### src/rtl/alu_arbiter.sv
// Two-requester arbiter that shares one external combinational ALU: IDLE -> EXEC -> RESP.
// Define ALU_ARB_FIXED_PRIO_EN for fixed priority (requester 0 wins ties); default is round-robin.
module alu_arbiter #(
    parameter int unsigned WIDTH = 32
) (
    input  logic                  clk,
    input  logic                  rst,
    input  logic [1:0]            req_valid,
    output logic [1:0]            req_ready,
    input  logic [1:0][3:0]       req_op,
    input  logic [1:0][WIDTH-1:0] req_a,
    input  logic [1:0][WIDTH-1:0] req_b,
    output logic [3:0]            alu_sel,
    output logic [WIDTH-1:0]      alu_a,
    output logic [WIDTH-1:0]      alu_b,
    input  logic [WIDTH-1:0]      alu_result,
    output logic [1:0]            rsp_valid,
    input  logic [1:0]            rsp_ready,
    output logic [WIDTH-1:0]      rsp_data,
    output logic                  rsp_err
);

    localparam logic [3:0] OP_AND = 4'b0000;
    localparam logic [3:0] OP_OR  = 4'b0001;
    localparam logic [3:0] OP_ADD = 4'b0010;
    localparam logic [3:0] OP_SUB = 4'b0110;

    typedef enum logic [1:0] {IDLE, EXEC, RESP} state_e;

    state_e           state_q, state_d;
    logic             idx_q, idx_d;
    logic [3:0]       sel_q, sel_d;
    logic [WIDTH-1:0] a_q, a_d;
    logic [WIDTH-1:0] b_q, b_d;
    logic             ill_q, ill_d;
    logic [1:0]       rsp_valid_q, rsp_valid_d;
    logic [WIDTH-1:0] rsp_data_q, rsp_data_d;
    logic             rsp_err_q, rsp_err_d;
    logic             gnt_c;
    logic [3:0]       gnt_op_c;
    logic             gnt_legal_c;

`ifdef ALU_ARB_FIXED_PRIO_EN
    assign gnt_c = ~req_valid[0];
`else
    logic last_q, last_d;

    // Tie goes to the requester not granted last; a lone requester always wins.
    always_comb begin
        gnt_c  = req_valid[1];
        if (&req_valid) begin
            gnt_c = ~last_q;
        end
        last_d = last_q;
        if (state_q == IDLE && (|req_valid)) begin
            last_d = gnt_c;
        end
    end

    always_ff @(posedge clk or posedge rst) begin
        if (rst) begin
            last_q <= 1'b1;
        end else begin
            last_q <= last_d;
        end
    end
`endif

    assign gnt_op_c = req_op[gnt_c];

    always_comb begin
        case (gnt_op_c)
            OP_AND, OP_OR, OP_ADD, OP_SUB: gnt_legal_c = 1'b1;
            default:                       gnt_legal_c = 1'b0;
        endcase
    end

    // Next-state and datapath; illegal ops are mapped to AND and flagged at accept.
    always_comb begin
        state_d     = state_q;
        idx_d       = idx_q;
        sel_d       = sel_q;
        a_d         = a_q;
        b_d         = b_q;
        ill_d       = ill_q;
        rsp_valid_d = rsp_valid_q;
        rsp_data_d  = rsp_data_q;
        rsp_err_d   = rsp_err_q;
        req_ready   = 2'b00;
        case (state_q)
            IDLE: begin
                if ((|req_valid) && !rst) begin
                    req_ready = gnt_c ? 2'b10 : 2'b01;
                    idx_d     = gnt_c;
                    sel_d     = gnt_legal_c ? gnt_op_c : OP_AND;
                    a_d       = req_a[gnt_c];
                    b_d       = req_b[gnt_c];
                    ill_d     = ~gnt_legal_c;
                    state_d   = EXEC;
                end
            end
            EXEC: begin
                rsp_data_d  = ill_q ? '0 : alu_result;
                rsp_err_d   = ill_q;
                rsp_valid_d = idx_q ? 2'b10 : 2'b01;
                state_d     = RESP;
            end
            RESP: begin
                if (rsp_ready[idx_q]) begin
                    rsp_valid_d = 2'b00;
                    state_d     = IDLE;
                end
            end
            default: state_d = IDLE;
        endcase
    end

    always_ff @(posedge clk or posedge rst) begin
        if (rst) begin
            state_q     <= IDLE;
            idx_q       <= 1'b0;
            sel_q       <= OP_AND;
            a_q         <= '0;
            b_q         <= '0;
            ill_q       <= 1'b0;
            rsp_valid_q <= 2'b00;
            rsp_data_q  <= '0;
            rsp_err_q   <= 1'b0;
        end else begin
            state_q     <= state_d;
            idx_q       <= idx_d;
            sel_q       <= sel_d;
            a_q         <= a_d;
            b_q         <= b_d;
            ill_q       <= ill_d;
            rsp_valid_q <= rsp_valid_d;
            rsp_data_q  <= rsp_data_d;
            rsp_err_q   <= rsp_err_d;
        end
    end

    assign alu_sel   = sel_q;
    assign alu_a     = a_q;
    assign alu_b     = b_q;
    assign rsp_valid = rsp_valid_q;
    assign rsp_data  = rsp_data_q;
    assign rsp_err   = rsp_err_q;

endmodule

### config.mk
export PLATFORM = sky130hd
export DESIGN_NAME = alu_arbiter
export DESIGN_NICKNAME = d
export VERILOG_FILES = /design/src/rtl/alu_arbiter.sv
export SDC_FILE = /design/constraint.sdc
export NUM_CORES = 1
export LEC_CHECK = 0
export ABC_AREA = 1
export CORE_AREA = 3 3 108 110
export CTS_CLUSTER_SIZE = 20
export DETAILED_ROUTE_END_ITERATION = 12
export DIE_AREA = 0 0 111 113
export DONT_BUFFER_PORTS = 1
export GPL_TIMING_DRIVEN = 0
export PLACE_DENSITY = 0.55
export REMOVE_ABC_BUFFERS = 1
export SLEW_MARGIN = 5
export SYNTH_ARGS = -nofsm -noshare
export SYNTH_HDL_FRONTEND = slang
export SYNTH_SLANG_ARGS = --single-unit
### constraint.sdc
create_clock -name clk -period 7.75 [get_ports clk]
set_clock_uncertainty 0.05 [all_clocks]
set_input_delay 1.55 -clock clk [delete_from_list [all_inputs] [get_ports clk]]
set_output_delay 1.55 -clock clk [all_outputs]
set_load 0.01 [all_outputs]
; After elaboration in Yosys (flattened, before gate mapping)
; Cells that the tools add are included.
[op_classes]
addsub = 0
reduce_logical = 12
shift = 0
n_bitwise = 2
n_eq_ne = 7
magnitude_cmp = 2
div = 0
muxes = 20
n_mul = 0
[op_table]
columns = op, count
row1 = two-way mux 32 bit, 5
row2 = two-way mux 2 bit, 6
row3 = two-way mux 4 bit, 3
row4 = AND reduction 2 bit, 4
row5 = case mux 2 bit (3 select lines), 1
row6 = == test 4 x 1 -> 1 bit (second input constant), 1
row7 = == test 4 x 2 -> 1 bit (second input constant), 1
row8 = == test 4 x 3 -> 1 bit (second input constant), 1
row9 = logical NOT 4 bit, 1
row10 = < comparator 1 x 2 -> 1 bit (second input constant), 2
row11 = two-way mux 1 bit, 4
row12 = case mux 2 bit (2 select lines), 1
row13 = OR reduction 4 bit, 1
row14 = == test 2 x 1 -> 1 bit (second input constant), 1
row15 = == test 2 bit (second input constant), 1
row16 = logical AND 1 bit, 2
row17 = logical NOT 2 bit, 1
row18 = != test 2 x 1 -> 1 bit (second input constant), 1
row19 = != test 2 bit (second input constant), 1
row20 = inverter 1 bit, 2
row21 = nonzero test 2 bit, 1
row22 = OR reduction 2 bit, 1
row23 = logical NOT 1 bit, 1
[totals]
word_cells = 53
mem_count = 0
register_bits = 108
rom_bits = 0
latch_bits = 0
output_inout_bits = 105
ram_bits = 0

; Depth between registers and ports, before layout
[logic_depth]
ltp_word = 8
mapped_depth = 9
ltp_nobuf = 8

; Worst setup path before layout
; No wires, ideal clock.
[synth_timing]
path_kind = input to output
from = in req_valid[0]
to = out req_ready[1]
slack_ns = 3.780
t_required_ns = 6.150
cell_stages = 6
path_buffers = 1
arrival_time_ns = 2.370
path_cell_list = nand2_1 -> nand2_1 -> inv_2 -> nand2_1 -> nor2_1 -> clkbuf_1
[synth_between]
elab_chain_cells = 5
[synth_rtl]
columns = item, line_no
row1 = start: declaration, 8  ; input logic [1:0] req_valid,
row2 = AND reduction 2 bit, 51  ; if (&req_valid) begin
row3 = two-way mux 1 bit, 51
row4 = two-way mux 2 bit, 93  ; req_ready = gnt_c ? 2'b10 : 2'b01;
row5 = two-way mux 2 bit (*), 92  ; if ((|req_valid) && !rst) begin
row6 = two-way mux 2 bit (*), 90  ; case (state_q)
row7 = end: declaration, 9  ; output logic [1:0] req_ready,
; Every way passes the cells marked *; elsewhere a longest branch is shown, timed or not.

; Worst setup path in the final report
[layout_timing]
from = in req_valid[1]
to = out req_ready[0]
; The elaborated chain is that of the path after synthesis.

==> flow_summary.toml <==
[outcome]
status = "completed"

[yosys]
synth_area_leaders = "dfrtp_1, nand2_1, nand3_1"
ys_top_cells_by_count = "nand2_1, dfrtp_1, nand3_1"
synth.largest_area_cell = "dfrtp_1"
synthArstFlopShare = 1.00
ys.flop_type = "dfrtp_1"
synth_edf_count = 0
syn_avg_cell_area_um2 = 9.12
syn-instance-count = 497
synth_cell_types = 18
synth_area_mm2 = 0.00453
synth_warnings = 0
synth-seq-cells = 108
synthMostInstantiatedCell = "nand2_1"
yosysSeqAreaShare = 0.597
synth_top_area_frac = 0.591

[power_and_ir_drop]
p_leak_nw = 2.35
cellPowerDensity_mw_per_mm2 = 391
ir_worst_vdd_uv = 144

[detailed_routing]
drt_drc_violations_left = 0
wl_met2_mm = 5.66
dr_total_vias = 3395
drt_wl_total_mm = 11.8
drt-initial-drc-count = 230
wl_met1_mm = 4.64
routed.top_layer = "met4"
route.met3.wl_mm = 1.30
dr.pass1.iters = 5
ant_nets = 0
routedWlPerCell_um = 18.7
viasPerCell = 5.39

[cells_and_area]
insertedDiodeCount = 0
nFillCells = 1071
drive_above_1_share = 0.0755
synthToLayoutAreaGrowth_pct = 7.21
fin_nets = 659

[sta]
relSlewSlack = 0.189
setup_viol = 0
maxSlewViolCount = 0
fin_ws_ps = 2920
tightestPinTransition_ps = 1220
clock.fmax_ghz = 0.207
min_period_ps = 4830
rsz0062_at_grt = "no"
fin_crit_sh = 0.624
fin_setup_tns_ps = 0
hold_viol_final = 0

[worst_setup_path]
cp-start-kind = "input port"
cp-end-kind = "primary output"
critPathRequiredTime_ps = 6150
cp_top_family = "simple AND/OR/NAND/NOR gates"
critPathBufInv = 1
cp_slowest_cell = "nor2_4"
slowest_delay_ps = 810
worstPathArrival_ps = 3230
path_class = "in2out"
crit_chain = "nor2_1 > nor3_4 > inv_2 > nor2_4"
crit_fanout = 71

[placement]
routabilityCongestion = 0.806
portBuffers = 0
place_ws_ps = 2830
dp.final_hpwl_mm = 8.62

[cts]
cts_hold_buf = 0
cts_htree_levels = 3
cts_tree = "yes"
cts_setup_buffers = 0
clk_root_buffer_cell = "clkbuf_8"
cts_made_buffers = 9
post_cts_resized = 0
insertion_delay_ps = 360
clkTransAtPathRegs_ps = 90
clock-sinks = 108
clock_tree.buffer_depth = 2

[floorplanning]
start_util = 0.420
rows = 38
dieArea_mm2 = 0.0125
die_h_um = 113
core_mm2 = 0.0108
die_w_um = 111
ios = 279

[global_route]
grt_pass1_vias = 3485
grt_max_degree = 72
grt_pass1_wl_mm = 18.7
grt.total_usage = 0.188
gr-total-overflow = 0
antenna_found_initial = 0

[job]
maxCapViolCount = 0

[hold_path]
hold_path_class = "reg2reg"
-- worst register-to-register path, stage by stage, from the launching register on --
cell     delay (ps)
dfrtp_1         410
nor2_1          140
inv_1            90
nor3_4          250
inv_2           520
nor2_4          810
buf_12          290
nand2_1         140
nand3_1          80
-- report_power, final --
part	total (W)	leakage (nW)	internal [W]	switching [W]
combinational	0.000436	0.907	0.000191	0.000245
clock	0.000349	0.0959	0.000168	0.000182
sequential	0.00111	1.35	0.000810	0.000304
-- placed cells by master, fill, tap and decap left out, drive strengths merged, types with 2 or more instances in the layout --
cell and count:
clkinvlp 2, a21oi 4, inv 14, dfrtp 107, clkbuf 13, nand3 72, nand2 224, nor2 11
buf 4, a22o 32, o21ai 2, nand4 2
-- kinds of logic (layout without fill, tap and decap cells) --
kind of cell / after synthesis / count (layout) / share of synthesized area
AO/OA/AOI/OAI: 38 / 38 / 0.0685
buffers and inverters: 41 / 34 / 0.0469
AND/OR/NAND/NOR: 310 / 310 / 0.288
flip-flops: 108 / 108 / 0.597
-- through the flow --
stage          area (um2)  total power (W)  hold slack, ps   util  instances
6_report             4860          0.00190             441  0.450        630
5_1_grt              4860          0.00205             461  0.450        630
4_1_cts              4860          0.00193             440  0.450        630
3_5_place_dp         4650          0.00157             425  0.431        614
3_3_place_gp         4550          0.00155             416  0.421        610
2_1_floorplan        4370          0.00141             390      -        470
-- sequential cells by signal, indices dropped and copies added (netlist names) --
| register | flops |
|---|---|
| alu_a | 32 |
| alu_b | 32 |
| rsp_data | 32 |
| alu_sel | 4 |
| rsp_valid | 2 |
| state_q | 2 |
| idx_q | 1 |
| ill_q | 1 |
| last_q | 1 |
| rsp_err | 1 |
-- final cells by class --
class                   count  area (um2)  share of cell area
flip-flops and latches    108        2700               0.557
multi-input cells         348        1620               0.334
well taps                 140         175              0.0361
clock buffers              13         159              0.0327
repair buffers              4        95.1              0.0196
inverters                  14        55.1              0.0113
clock inverters             3        45.0             0.00927
-- metal layers --
| metal | track usage | vias up |
|---|---|---|
| met1 | 0.231 | 1611 |
| met2 | 0.312 | 187 |
| met5 | 0 | - |
| met4 | 0.0681 | 0 |
| met3 | 0.0636 | 11 |
| li1 | - | 1586 |
-- final timing paths --
kind	start	end	slack, ps	depth (start not counted)
max	req_valid[1]	req_ready[0]	2920	4
min	last_q	last_q	440	2
max reg2reg	state_q[0]	alu_b[10]	4930	8
min reg2reg	last_q	last_q	440	2
max in group asynchronous	rst	last_q	5870	2
min in group asynchronous	rst	alu_b[14]	1060	1
Power figures use the tool's default switching activity.
